**src/rtl/video_scale_cfg_ctrl.sv**
```systemverilog
// Scaler configuration controller: measures input resolution, qualifies it over
// STABLE_FRAMES frames, divides out 16.16 step factors and applies them at a frame end.
// Optional status counters (frm_cnt, err_cnt) are built when VSCALE_CFG_STATUS_EN is defined.
module video_scale_cfg_ctrl #(
  parameter int VOUT_XRES     = 640,
  parameter int VOUT_YRES     = 480,
  parameter int DEF_XRES      = 1920,
  parameter int DEF_YRES      = 1080,
  parameter int MAX_XRES      = 4096,
  parameter int MAX_YRES      = 2160,
  parameter int STABLE_FRAMES = 2
) (
  input  logic        pixclk_in,
  input  logic        rst,
  input  logic        vs_in,
  input  logic        de_in,
  output logic [15:0] vin_xres,
  output logic [15:0] vin_yres,
  output logic [31:0] scaler_width,
  output logic [31:0] scaler_height,
  output logic        cfg_valid,
  output logic        cfg_update,
`ifdef VSCALE_CFG_STATUS_EN
  output logic        fmt_change,
  output logic [15:0] frm_cnt,
  output logic [15:0] err_cnt
`else
  output logic        fmt_change
`endif
);

  localparam logic [15:0] VOX = 16'(VOUT_XRES);
  localparam logic [15:0] VOY = 16'(VOUT_YRES);
  localparam logic [15:0] MXX = 16'(MAX_XRES);
  localparam logic [15:0] MXY = 16'(MAX_YRES);
  localparam logic [3:0]  STB = 4'(STABLE_FRAMES);
  localparam logic [31:0] RST_SW = 32'(((longint'(DEF_XRES)) << 16) / VOUT_XRES + 1);
  localparam logic [31:0] RST_SH = 32'(((longint'(DEF_YRES)) << 16) / VOUT_YRES + 1);

  typedef enum logic [2:0] {IDLE, MEAS, DIV_W, DIV_H, WAIT_VS} state_t;
  state_t state, nxt;

  logic        vs_d, de_d;
  logic [15:0] x_cnt, y_cnt, line_w, cand_w, cand_h;
  logic        frame_bad;
  logic [3:0]  stable_cnt;
  logic        frame_end, line_end, qual, frame_ok, cand_match, cand_chg;
  logic        div_load, apply, lock_lost;
  logic [31:0] dq, q_nxt, res_w, res_h;
  logic [15:0] rem, rem_nxt, dvsr;
  logic [16:0] rem_sh;
  logic        qbit;
  logic [4:0]  div_cnt;

  // Edge detectors follow the inputs even in reset so no false edge appears on release.
  always_ff @(posedge pixclk_in) begin
    vs_d <= vs_in;
    de_d <= de_in;
  end

  assign frame_end  = vs_in & ~vs_d;
  assign line_end   = de_d & ~de_in;
  assign qual       = frame_end && (state != IDLE);
  assign frame_ok   = !frame_bad && (line_w != 16'd0) && (y_cnt != 16'd0) &&
                      (line_w <= MXX) && (y_cnt <= MXY);
  assign cand_match = (line_w == cand_w) && (y_cnt == cand_h);
  assign cand_chg   = qual && frame_ok && !cand_match;

  always_ff @(posedge pixclk_in) begin
    if (rst || frame_end) begin
      x_cnt     <= '0;
      y_cnt     <= '0;
      line_w    <= '0;
      frame_bad <= 1'b0;
    end else if (line_end) begin
      x_cnt <= '0;
      if (y_cnt == 16'd0)       line_w    <= x_cnt;
      else if (x_cnt != line_w) frame_bad <= 1'b1;
      if (y_cnt != 16'hFFFF)    y_cnt     <= y_cnt + 16'd1;
    end else if (de_in && x_cnt != 16'hFFFF) begin
      x_cnt <= x_cnt + 16'd1;
    end
  end

  always_ff @(posedge pixclk_in) begin
    if (rst) begin
      cand_w     <= '0;
      cand_h     <= '0;
      stable_cnt <= '0;
    end else if (qual) begin
      if (!frame_ok) begin
        stable_cnt <= '0;
      end else if (cand_match) begin
        if (stable_cnt != STB) stable_cnt <= stable_cnt + 4'd1;
      end else begin
        cand_w     <= line_w;
        cand_h     <= y_cnt;
        stable_cnt <= 4'd1;
      end
    end
  end

  always_ff @(posedge pixclk_in) begin
    if (rst) state <= IDLE;
    else     state <= nxt;
  end

  // A candidate change aborts any pending result, even on the last divide cycle.
  always_comb begin
    nxt = state;
    case (state)
      IDLE:    if (frame_end) nxt = MEAS;
      MEAS:    if (stable_cnt == STB &&
                   (cand_w != vin_xres || cand_h != vin_yres || !cfg_valid)) nxt = DIV_W;
      DIV_W:   if (cand_chg) nxt = MEAS; else if (div_cnt == 5'd31) nxt = DIV_H;
      DIV_H:   if (cand_chg) nxt = MEAS; else if (div_cnt == 5'd31) nxt = WAIT_VS;
      WAIT_VS: if (frame_end) nxt = MEAS;
      default: nxt = IDLE;
    endcase
  end

  always_comb begin
    div_load  = (state == MEAS) && (nxt == DIV_W);
    apply     = (state == WAIT_VS) && frame_end && !cand_chg;
    lock_lost = (state == MEAS) && qual && cfg_valid &&
                (!frame_ok || line_w != vin_xres || y_cnt != vin_yres);
  end

  // Restoring divider: one quotient bit per cycle, remainder always below divisor.
  always_comb begin
    dvsr    = (state == DIV_H) ? VOY : VOX;
    rem_sh  = {rem, dq[31]};
    qbit    = (rem_sh >= {1'b0, dvsr});
    rem_nxt = qbit ? (rem_sh[15:0] - dvsr) : rem_sh[15:0];
    q_nxt   = {dq[30:0], qbit};
  end

  always_ff @(posedge pixclk_in) begin
    if (rst) begin
      dq      <= '0;
      rem     <= '0;
      div_cnt <= '0;
      res_w   <= '0;
      res_h   <= '0;
    end else if (div_load) begin
      dq      <= {cand_w, 16'h0};
      rem     <= '0;
      div_cnt <= '0;
    end else if (state == DIV_W || state == DIV_H) begin
      div_cnt <= div_cnt + 5'd1;
      if (div_cnt == 5'd31) begin
        rem <= '0;
        if (state == DIV_W) begin
          res_w <= q_nxt + 32'd1;
          dq    <= {cand_h, 16'h0};
        end else begin
          res_h <= q_nxt + 32'd1;
          dq    <= q_nxt;
        end
      end else begin
        dq  <= q_nxt;
        rem <= rem_nxt;
      end
    end
  end

  always_ff @(posedge pixclk_in) begin
    if (rst) begin
      vin_xres      <= 16'(DEF_XRES);
      vin_yres      <= 16'(DEF_YRES);
      scaler_width  <= RST_SW;
      scaler_height <= RST_SH;
      cfg_valid     <= 1'b0;
      cfg_update    <= 1'b0;
      fmt_change    <= 1'b0;
    end else begin
      cfg_update <= apply;
      fmt_change <= lock_lost;
      if (apply) begin
        vin_xres      <= cand_w;
        vin_yres      <= cand_h;
        scaler_width  <= res_w;
        scaler_height <= res_h;
        cfg_valid     <= 1'b1;
      end else if (lock_lost) begin
        cfg_valid <= 1'b0;
      end
    end
  end

`ifdef VSCALE_CFG_STATUS_EN
  always_ff @(posedge pixclk_in) begin
    if (rst) begin
      frm_cnt <= '0;
      err_cnt <= '0;
    end else if (qual) begin
      if (frame_ok)                  frm_cnt <= frm_cnt + 16'd1;
      else if (err_cnt != 16'hFFFF)  err_cnt <= err_cnt + 16'd1;
    end
  end
`endif

endmodule

```
**config.mk**
```make
export PLATFORM = sky130hd
export DESIGN_NAME = video_scale_cfg_ctrl
export DESIGN_NICKNAME = d
export VERILOG_FILES = /design/src/rtl/video_scale_cfg_ctrl.sv
export SDC_FILE = /design/constraint.sdc
export NUM_CORES = 1
export LEC_CHECK = 0
export BUFFER_PORTS_ARGS = -buffer_cell sky130_fd_sc_hd__clkbuf_2
export CORE_MARGIN = 1
export CORE_UTILIZATION = 55
export CTS_BUF_LIST = sky130_fd_sc_hd__clkbuf_8
export DETAILED_ROUTE_END_ITERATION = 8
export GPL_TIMING_DRIVEN = 1
export PLACE_DENSITY_LB_ADDON = 0.2
export SYNTH_ARGS = -nofsm -noshare
export SYNTH_HDL_FRONTEND = slang
export SYNTH_SLANG_ARGS = --single-unit
```
**constraint.sdc**
```tcl
create_clock -name pixclk_in -period 5.5 [get_ports pixclk_in]
set_clock_uncertainty 0.15 [all_clocks]
set_input_delay 0.275 -clock pixclk_in [delete_from_list [all_inputs] [get_ports pixclk_in]]
set_output_delay 0.275 -clock pixclk_in [all_outputs]
set_load 0.02 [all_outputs]
```
==> results of run 1 <==
-- power by group through the flow --
stage / Clock (mW) / Sequential (mW) / Combinational [mW]
3_5_place_dp: 0 / 2.27 / 0.102
3_3_place_gp: 0 / 2.27 / 0.101
6_report: 1.93 / 2.23 / 0.105
2_1_floorplan: 0 / 2.27 / 0.0844
5_1_grt: 2.07 / 2.22 / 0.114
4_1_cts: 1.97 / 2.23 / 0.104
-- cell usage in the layout (no fill, tap or decap), drive strengths merged, types with 5 or more instances in the layout --
| cell | count |
|---|---|
| nor2 | 231 |
| nand2 | 89 |
| or3 | 7 |
| nor3 | 29 |
| and3 | 15 |
| o211ai | 5 |
| a311o | 15 |
| a22oi | 23 |
| a21oi | 24 |
| mux2i | 154 |
| a311oi | 5 |
| nand2b | 177 |
| a31oi | 9 |
| or4 | 9 |
| inv | 32 |
| a211oi | 52 |
| nor2b | 7 |
| and2 | 13 |
| clkbuf | 165 |
| xnor2 | 65 |
| nor4 | 28 |
| nand4 | 35 |
| dfxtp | 306 |
| ha | 12 |
| and4 | 10 |
| nand3 | 32 |
| xor2 | 106 |
| buf | 12 |
| o21ai | 16 |
-- how the worst min path moves through the flow --
stage,from,endpoint,slack (ns),cells after the start
floorplan,de_in,de_d$_DFF_P_,0.15,0
global placement,vs_in,vs_d$_DFF_P_,0.29,1
detailed placement,vs_in,vs_d$_DFF_P_,0.29,1
CTS,vs_in,vs_d$_DFF_P_,0.22,2
global route,vs_in,vs_d$_DFF_P_,0.27,2
finish,vs_in,vs_d$_DFF_P_,0.27,2
-- critical path, stage by stage (launching register included) --
cell and delay, ns:
dfxtp_1 0.53, nand2_1 0.25, inv_1 0.15, ha_1 0.17
inv_1 0.05, fa_1 0.41, a31o_2 0.29, a2111oi_2 0.75
and3_1 0.32, inv_2 0.15, ha_1 0.33, nand4_1 0.20
nor2_1 0.15, nand4_1 0.13, xor2_1 0.20, a211oi_1 0.11
-- cell families after synthesis --
family / count (synthesis)
multiplexers: 156
XOR/XNOR: 171
adder cells (fa/ha/maj): 13
AND/OR/NAND/NOR: 697
flip-flops: 306
AO/OA/AOI/OAI: 170
buffers and inverters: 144
-- per-layer routing --
| metal | part of all wire [%] | wire length, um |
|---|---|---|
| met1 | 49 | 17600 |
| met5 | 0 | 0 |
| met3 | 6.1 | 2200 |
| met2 | 43 | 15500 |
| met4 | 2.0 | 715 |
-- state kept, by name, summed over array words and instances, names as in the netlist --
register,flops
div_cnt,5
de_d,1
res_h,32
rem,16
x_cnt,16
cfg_valid,1
frame_bad,1
scaler_width,32
stable_cnt,4
dq,32
vin_yres,16
state,3
cand_w,16
cfg_update,1
cand_h,16
scaler_height,32
vin_xres,16
vs_d,1
res_w,32
line_w,16
fmt_change,1
y_cnt,16
-- cell type report --
cell class	instances	share of cell area [%]
Clock buffer	64	5.40
Clock inverter	22	0.583
Inverter	14	0.322
Multi-Input combinational cell	1207	49.5
Sequential cell	306	37.6
Tap cell	335	2.57
Timing Repair Buffer	116	4.01
-- stage by stage --
step / util, % / total power, mW / instances
4_1_cts: 61.8 / 4.30 / 2064
2_1_floorplan: - / 2.35 / 1657
3_3_place_gp: 58.0 / 2.37 / 1975
5_1_grt: 61.8 / 4.41 / 2064
3_5_place_dp: 58.0 / 2.38 / 1975
6_report: 61.8 / 4.26 / 2064
-- what timing repair did --
item                                   CTS  global route
endpoints found under the hold margin   19             0
hold buffers                             3             0
buffers inserted                         0             0
==> impl_metrics.yaml, run 1 <==
outcome:
  outcome: "finished, final reports clean"
setup_path:
  critPathMaxFanout: 17
  r2r_cells: 15
  cp_data_required_time_ns: 5.76
  critPathKind: "reg -> reg"
  r2r_end: "res_w[28]$_SDFFE_PP0P_"
  end_kind: "flop"
  crit_path_start_kind: "flop"
  cp.arrival_ns: 4.75
  rr_startpoint: "state[0]$_SDFF_PP0_"
  reg2reg_slack_ns: 1.01
  cp-endpoint: "res_w[28]$_SDFFE_PP0P_"
  startpoint: "state[0]$_SDFF_PP0_"
cells_and_area:
  layout-drive-gt1-share_pct: 11.6
  area_growth_pct: 9.26
  n_antenna_cell: 0
  final_cell_area_sq_mm: 0.0163
  multiInputGateArea_sq_mm: 0.00807
  fillCellCount: 2327
  layout.nets: 1713
  regArea_sq_mm: 0.00613
yosys:
  yosysSeqAreaShare_pct: 41.1
  synth_edf_count: 0
  synth_area_leaders: "dfxtp_1 41%, mux2i_1 10%, nand2b_1 7.4%"
  ys_warn_count: 0
  ys_async_sr_fraction_pct: 0
  yosysMostFrequentCell: "dfxtp_1"
  ys.flop_type: "dfxtp_1"
  synthMuxAreaShare_pct: 10.5
  synthXorXnorAreaFrac_pct: 10.0
  synth_compound_area_share_pct: 8.35
  avgSynthCellArea_sq_um: 9.00
  synth_area_sq_mm: 0.0149
  netlist_instances: 1657
  synthDistinctLibCells: 68
  netlist_top_cells_count: "306 x dfxtp_1, 230 x nor2_1, 177 x nand2b_1, 154 x mux2i_1, 106 x xor2_1"
  ys_seq_elements: 306
  synth.top_cell.area_share_pct: 41.1
  yosysTopAreaCell: "dfxtp_1"
  yosys.area_share.adder_pct: 1.14
  synth-simple-area-share_pct: 23.9
  synth_top_family_by_area: "simple AND/OR/NAND/NOR gates"
  syn-num-nets: 1674
power_and_ir_drop:
  leakage_nw: 6.25
  peakVddDrop_mv: 0.220
  switchingPower_mw: 0.963
  power_density_mw_per_mm2: 261
  p_clk_share_pct: 45.3
  p_comb_share_pct: 2.5
  pwr-share-seq_pct: 52.3
  internal-power_mw: 3.30
  switching_share_pct: 22.6
clock_network:
  path_clk_slew_ns: 0.07
  h-tree-depth: 2
  cts_made_buffers: 51
  clk_latency_ns: 0.58
  root_buffer: "clkbuf_8"
  cts_tree: "yes"
  cts_num_sinks: 306
  cts_buffer_depth: 3
  cts_resized: 0
route:
  wirelength_mm: 36.1
  ant_nets: 0
  drt_iter0_drc: 1029
  wl_per_cell_um: 17.5
  drc: 0
  routed-via-count: 11700
  via_per_inst: 5.69
  drt_pass1_iterations: 8
timing:
  worst_slack_ns: 1.01
  finalSetupViolations: 0
  rsz0062_at_grt: "false"
  period_share_pct: 81.6
  drv_slew: 0
  worstMarginPinSlew_ns: 1.13
  hold_slack_ns: 0.270
  setup_tns_ns: 0
  fin_crit_ns: 4.49
  hold_viol_final: 0
  fmax_mhz: 223
  slew_headroom_pct: 24.7
placement:
  dpl_worst_slack_ns: 1.04
  placed_area_sq_mm: 0.0153
  port_buffers: 102
  dpl.hpwl_mm: 25.1
  gp_congestion: 1.00
global_route:
  antenna_found_initial: 0
  met2_usage_pct: 38.7
  busiest_layer: "met2"
  grt_use_met3_pct: 3.75
  grt_start_max_net_pins: 230
  met1_usage_pct: 37.9
  grtUsageTotal_pct: 25.6
  grt_pass1_wl_mm: 58.0
  gr-total-overflow: 0
  first_global_vias: 10700
floorplanning:
  ioPinCount: 103
  fp.dieW_um: 167
  core-area_sq_mm: 0.0264
  die_area_sq_mm: 0.0278
  initial_core_util_pct: 56.6
  fp-row-count: 59
  fp.dieH_um: 167
hold_path:
  hp-class: "in -> reg"
run:
  cap_violations: 0
Power figures use the tool's default switching activity.
==> inputs of run 2 (changes only) <==
==> constraint.sdc (replaced) <==
create_clock -name pixclk_in -period 4.3 [get_ports pixclk_in]
set_clock_uncertainty 0.15 [all_clocks]
set_input_delay 0.215 -clock pixclk_in [delete_from_list [all_inputs] [get_ports pixclk_in]]
set_output_delay 0.215 -clock pixclk_in [all_outputs]
set_load 0.02 [all_outputs]
==> run 2 against run 1 <==
Sequential cell count stayed put. Critical path depth is the same. Via count shrank 0.20%. Sequential share of layout area decreased by 0.25 points. Non-clock buffer count rose by 8. Sequential power rose by 28%. Clock power up 30%. Maximum frequency up 13%. Worst setup slack worse by 0.67 ns.
==> impl_metrics.yaml, run 2 (synthesis gave the netlist of run 1 again) <==
setup_path:
  critPathKind: "reg -> reg"
  critPathMaxFanout: 17
  reg2reg_slack_ns: 0.34
  end_kind: "flop"
  cp.arrival_ns: 4.21
  r2r_cells: 15
  cp_data_required_time_ns: 4.55
  r2r_end: "res_h[22]$_SDFFE_PP0P_"
  crit_path_start_kind: "flop"
  rr_startpoint: "state[0]$_SDFF_PP0_"
global_route:
  gr-total-overflow: 0
  grt_start_max_net_pins: 218
  grtUsageTotal_pct: 25.4
  first_global_vias: 10700
  grt_pass1_wl_mm: 57.4
  antenna_found_initial: 0
clock_network:
  cts_setup_buffers: 0
  cts_num_sinks: 306
  clk_latency_ns: 0.57
  cts_made_buffers: 51
  path_clk_slew_ns: 0.06
  cts_buffer_depth: 3
  cts_tree: "yes"
  root_buffer: "clkbuf_8"
  h-tree-depth: 2
route:
  drt_pass1_iterations: 6
  drt_iter0_drc: 992
  wl_per_cell_um: 17.2
  routed-via-count: 11700
  drc: 0
  wirelength_mm: 35.7
  ant_nets: 0
  via_per_inst: 5.64
floorplanning:
  fp-row-count: 59
  initial_core_util_pct: 56.6
  core-area_sq_mm: 0.0264
  fp.dieW_um: 167
  ioPinCount: 103
  die_area_sq_mm: 0.0278
  fp.dieH_um: 167
hold_path:
  min_to: "vs_d$_DFF_P_"
  hp-class: "in -> reg"
  worstHoldStart: "vs_in"
  hold_depth: 2
outcome:
  outcome: "finished, final reports clean"
timing:
  worstMarginPinSlew_ns: 1.10
  fmax_mhz: 253
  finalSetupViolations: 0
  rsz0062_at_grt: "false"
  drv_slew: 0
  worst_slack_ns: 0.344
  fin_crit_ns: 3.96
  period_share_pct: 92.0
  slew_headroom_pct: 26.7
  hold_viol_final: 0
  setup_tns_ns: 0
power_and_ir_drop:
  p_comb_share_pct: 2.4
  leakage_nw: 6.34
  power_density_mw_per_mm2: 334
  peakVddDrop_mv: 0.250
  pwr-share-seq_pct: 51.9
  switchingPower_mw: 1.22
  switching_share_pct: 22.3
  internal-power_mw: 4.26
  fin_total_pwr_mw: 5.48
  p_clk_share_pct: 45.7
cells_and_area:
  fillCellCount: 2299
  area_growth_pct: 10.0
  utilization_pct: 62.3
  final_cell_mix: "306 x dfxtp_1, 229 x nor2_1, 177 x nand2b_1"
  n_antenna_cell: 0
  layout.nets: 1721
  layout-drive-gt1-share_pct: 12.1
  final_common_cell: "dfxtp_1"
run:
  cap_violations: 0
placement:
  gp_congestion: 0.938
  dpl_worst_slack_ns: 0.212
  port_buffers: 102
  dpl.hpwl_mm: 25.1
-- run 2: worst max-delay path, cell delays in order (launching register included) --
cell and delay, ns:
dfxtp_1 0.53, nand2_1 0.25, inv_1 0.15, ha_1 0.18
inv_1 0.06, fa_1 0.41, a31o_2 0.29, a2111oi_2 0.40
and3_1 0.26, inv_2 0.16, ha_2 0.27, nand4_1 0.18
nor2_2 0.11, nand3_1 0.10, xor2_1 0.20, a211oi_1 0.10
-- run 2: metrics by stage --
stage / cells / hold slack, ns / instance area (sq um)
after floorplan: 1657 / 0.0927 / 14900
after global placement: 1983 / 0.228 / 15400
after detailed placement: 1983 / 0.233 / 15400
after CTS: 2078 / 0.174 / 16400
after global routing: 2078 / 0.193 / 16400
final: 2078 / 0.199 / 16400
-- run 2: power by group through the flow --
stage	Clock [mW]	Sequential [mW]	Combinational, mW
floorplan	0	2.90	0.108
CTS	2.56	2.85	0.133
global route	2.70	2.85	0.145
global placement	0	2.91	0.130
detailed placement	0	2.91	0.131
finish	2.50	2.85	0.133
-- run 2: cell type report --
class                   instances  area, sq um  share of cell area (%)
multi-input cells            1207         8080                    49.2
repair buffers                124          727                    4.43
inverters                      14         52.6                   0.320
clock inverters                29          141                   0.862
clock buffers                  63          867                    5.28
flip-flops and latches        306         6130                    37.3
well taps                     335          419                    2.55
-- run 2: repair_timing --
| action | CTS | global route |
|---|---|---|
| endpoints found under the setup margin | 0 | 10 |
| endpoints found under the hold margin | 20 | 0 |
| resized for setup | 0 | 2 |
| hold buffers | 3 | 0 |
-- run 2: metal layers --
layer	share of wire [%]	global-route usage [%]	wire length [um]	vias to the layer above
li1	-	-	-	5784
met1	49	37.7	17700	5572
met2	44	38.6	15600	302
met3	5.4	3.78	1930	59
met4	1.6	5.96	567	0
met5	0	0	0	-
-- run 2: worst max-delay path by stage --
stage                                   start                      to  depth (start not counted)
after floorplan           state[1]$_SDFF_PP0_  res_w[28]$_SDFFE_PP0P_                         18
after global placement    state[0]$_SDFF_PP0_  res_w[28]$_SDFFE_PP0P_                         12
after detailed placement  state[0]$_SDFF_PP0_  res_w[28]$_SDFFE_PP0P_                         12
after CTS                 state[0]$_SDFF_PP0_  res_w[28]$_SDFFE_PP0P_                         12
after global routing      state[0]$_SDFF_PP0_  res_h[28]$_SDFFE_PP0P_                         12
final                     state[0]$_SDFF_PP0_  res_h[22]$_SDFFE_PP0P_                         15
==> inputs of run 3 (changes only) <==
--- a/config.mk
+++ b/config.mk
@@ -5,6 +5,7 @@
 export SDC_FILE = /design/constraint.sdc
 export NUM_CORES = 1
 export LEC_CHECK = 0
+export ABC_AREA = 1
 export BUFFER_PORTS_ARGS = -buffer_cell sky130_fd_sc_hd__clkbuf_2
 export CORE_MARGIN = 1
 export CORE_UTILIZATION = 55
==> run 3 against run 2 <==
Sequential cell count stayed put. Register-to-register slack improved by 0.33 ns. Sequential share of layout area decreased by 0.20 points. The run now ends with design-rule violations left.
==> impl_metrics.yaml, run 3 <==
global_route:
  grt_start_max_net_pins: 68
  antenna_found_initial: 1
  grt_pass1_wl_mm: 65.3
  gr-total-overflow: 0
  busiest_layer: "met2"
  met2_usage_pct: 47.9
  grt_use_met3_pct: 4.22
  first_global_vias: 12700
  grtUsageTotal_pct: 28.9
  met1_usage_pct: 36.7
clock_network:
  path_clk_slew_ns: 0.06
  cts_buffer_depth: 3
  cts_resized: 0
  cts_num_sinks: 306
  clk_latency_ns: 0.60
  cts_tree: "yes"
  cts_made_buffers: 52
  root_buffer: "clkbuf_8"
  h-tree-depth: 2
  cts_setup_buffers: 0
timing:
  rsz0062_at_grt: "false"
  hold_viol_final: 0
  period_share_pct: 84.3
  worstMarginPinSlew_ns: 0.677
  fin_crit_ns: 3.62
  slew_headroom_pct: 54.6
  fmax_mhz: 276
  setup_tns_ns: 0
  drv_slew: 0
  finalSetupViolations: 0
  hold_slack_ns: 0.133
power_and_ir_drop:
  switching_share_pct: 24.0
  p_clk_share_pct: 47.1
  power_density_mw_per_mm2: 362
  switchingPower_mw: 1.44
  leakage_nw: 6.95
  pwr-share-seq_pct: 48.3
  internal-power_mw: 4.54
  peakVddDrop_mv: 0.251
  p_comb_share_pct: 4.6
run:
  cap_violations: 0
route:
  drc: 8
  wirelength_mm: 39.9
  drt_pass1_iterations: 8
  wl_per_cell_um: 15.7
  via_per_inst: 5.42
  ant_nets: 0
  routed-via-count: 13800
  drt_iter0_drc: 1042
outcome:
  outcome: "finished, violations left"
  violations: "design-rule violations"
yosys:
  ys_warn_count: 0
  synthDistinctLibCells: 41
  ys.flop_type: "dfxtp_1"
  syn-num-nets: 2123
  synth.top_cell.area_share_pct: 41.3
  avgSynthCellArea_sq_um: 7.05
  yosysTopAreaCell: "dfxtp_1"
  yosysSeqAreaShare_pct: 41.3
  synth_edf_count: 0
  synth_area_sq_mm: 0.0148
  ys_async_sr_fraction_pct: 0
  netlist_instances: 2106
  ys_seq_elements: 306
  synth_area_leaders: "dfxtp_1 41%, nand2_1 9.3%, a21oi_1 7.2%"
  yosysMostFrequentCell: "nand2_1"
  netlist_top_cells_count: "368 x nand2_1, 306 x dfxtp_1, 256 x inv_1, 218 x nor2_1, 213 x a21oi_1"
cells_and_area:
  layout.nets: 2191
  n_antenna_cell: 0
  layout-drive-gt1-share_pct: 11.3
  final_cell_mix: "368 x nand2_1, 306 x dfxtp_1, 267 x inv_1"
  fillCellCount: 2466
  utilization_pct: 62.8
  final_common_cell: "nand2_1"
  area_growth_pct: 11.1
floorplanning:
  fp.dieW_um: 166
  ioPinCount: 103
  fp-row-count: 59
  die_area_sq_mm: 0.0277
  fp.dieH_um: 166
  core-area_sq_mm: 0.0263
  initial_core_util_pct: 56.5
setup_path:
  cp-endpoint: "res_h[26]$_SDFFE_PP0P_"
  cp_data_required_time_ns: 4.66
  critPathMaxFanout: 8
  end_kind: "flop"
  critPathKind: "reg -> reg"
  rr_startpoint: "state[1]$_SDFF_PP0_"
  startpoint: "state[1]$_SDFF_PP0_"
  reg2reg_slack_ns: 0.68
  cp.arrival_ns: 3.98
  r2r_cells: 21
  crit_path_start_kind: "flop"
  r2r_end: "res_h[26]$_SDFFE_PP0P_"
placement:
  dpl.hpwl_mm: 28.5
  gp_congestion: 0.966
  port_buffers: 102
hold_path:
  hp-class: "in -> reg"
-- run 3: final cells by class --
cell class                 count  area, sq um  share of cell area [%]
clock inverter                28          230                    1.40
sequential                   306         6130                    37.1
multi-input combinational   1419         7120                    43.2
inverter                     270         1020                    6.17
clock buffer                  65          895                    5.42
timing repair buffer         125          691                    4.19
tap                          335          419                    2.54
-- run 3: metrics by stage --
step	cell area [sq um]	setup slack [ns]	cells	power, mW
final	16500	0.675	2548	5.98
after global routing	16500	0.356	2548	6.18
after CTS	16500	0.667	2548	6.01
after detailed placement	15300	0.702	2452	3.22
after global placement	15300	0.773	2452	3.21
after floorplan	14800	0.709	2106	3.15
-- run 3: worst min path at each step --
| stage | startpoint | endpoint | slack, ns | depth (start not counted) |
|---|---|---|---|---|
| after detailed placement | vs_in | vs_d$_DFF_P_ | 0.19 | 1 |
| after CTS | vs_in | vs_d$_DFF_P_ | 0.11 | 2 |
| after global placement | vs_in | vs_d$_DFF_P_ | 0.18 | 1 |
| after floorplan | de_in | de_d$_DFF_P_ | 0.09 | 0 |
| after global routing | vs_in | vs_d$_DFF_P_ | 0.14 | 2 |
| final | vs_in | vs_d$_DFF_P_ | 0.13 | 2 |
-- run 3: critical path: stages (launching register included) --
cell	delay (ns)
dfxtp_1	0.35
inv_1	0.07
nor2_4	0.18
inv_2	0.06
nor2_2	0.16
ha_1	0.17
inv_1	0.06
fa_1	0.41
nand3_1	0.10
nand2_1	0.08
a21oi_1	0.21
nand3_1	0.15
ha_1	0.23
nand3_1	0.16
inv_1	0.08
nand2_1	0.16
nor2_2	0.08
nor4b_1	0.16
or2_2	0.29
nand2_1	0.06
nand2_1	0.05
a21oi_1	0.12
-- run 3: metal layers --
layer / vias up / share of wire (%)
met3: 114 / 5.4
met2: 424 / 46
met5: - / 0.025
met1: 6271 / 44
li1: 6995 / -
met4: 2 / 4.7
-- run 3: power groups by stage --
stage,Combinational (mW),Sequential (mW),Clock [mW]
6_report,0.276,2.89,2.81
2_1_floorplan,0.215,2.93,0
4_1_cts,0.274,2.89,2.85
3_3_place_gp,0.267,2.95,0
3_5_place_dp,0.271,2.95,0
5_1_grt,0.310,2.89,2.98
-- run 3: cell families after synthesis --
kind of cell | Yosys count | share of synthesized area [%]
AOI/OAI and AO/OA | 488 | 17.6
xor gates and xnor gates | 89 | 5.25
adders and majority gates | 13 | 1.15
buffers and inverters | 381 | 10.8
DFF | 306 | 41.3
and+or+nand+nor | 829 | 23.9
-- run 3: what timing repair did --
action	in CTS	in global routing
hold buffers	3	0
endpoints found under the setup margin	0	0
endpoints found under the hold margin	10	0
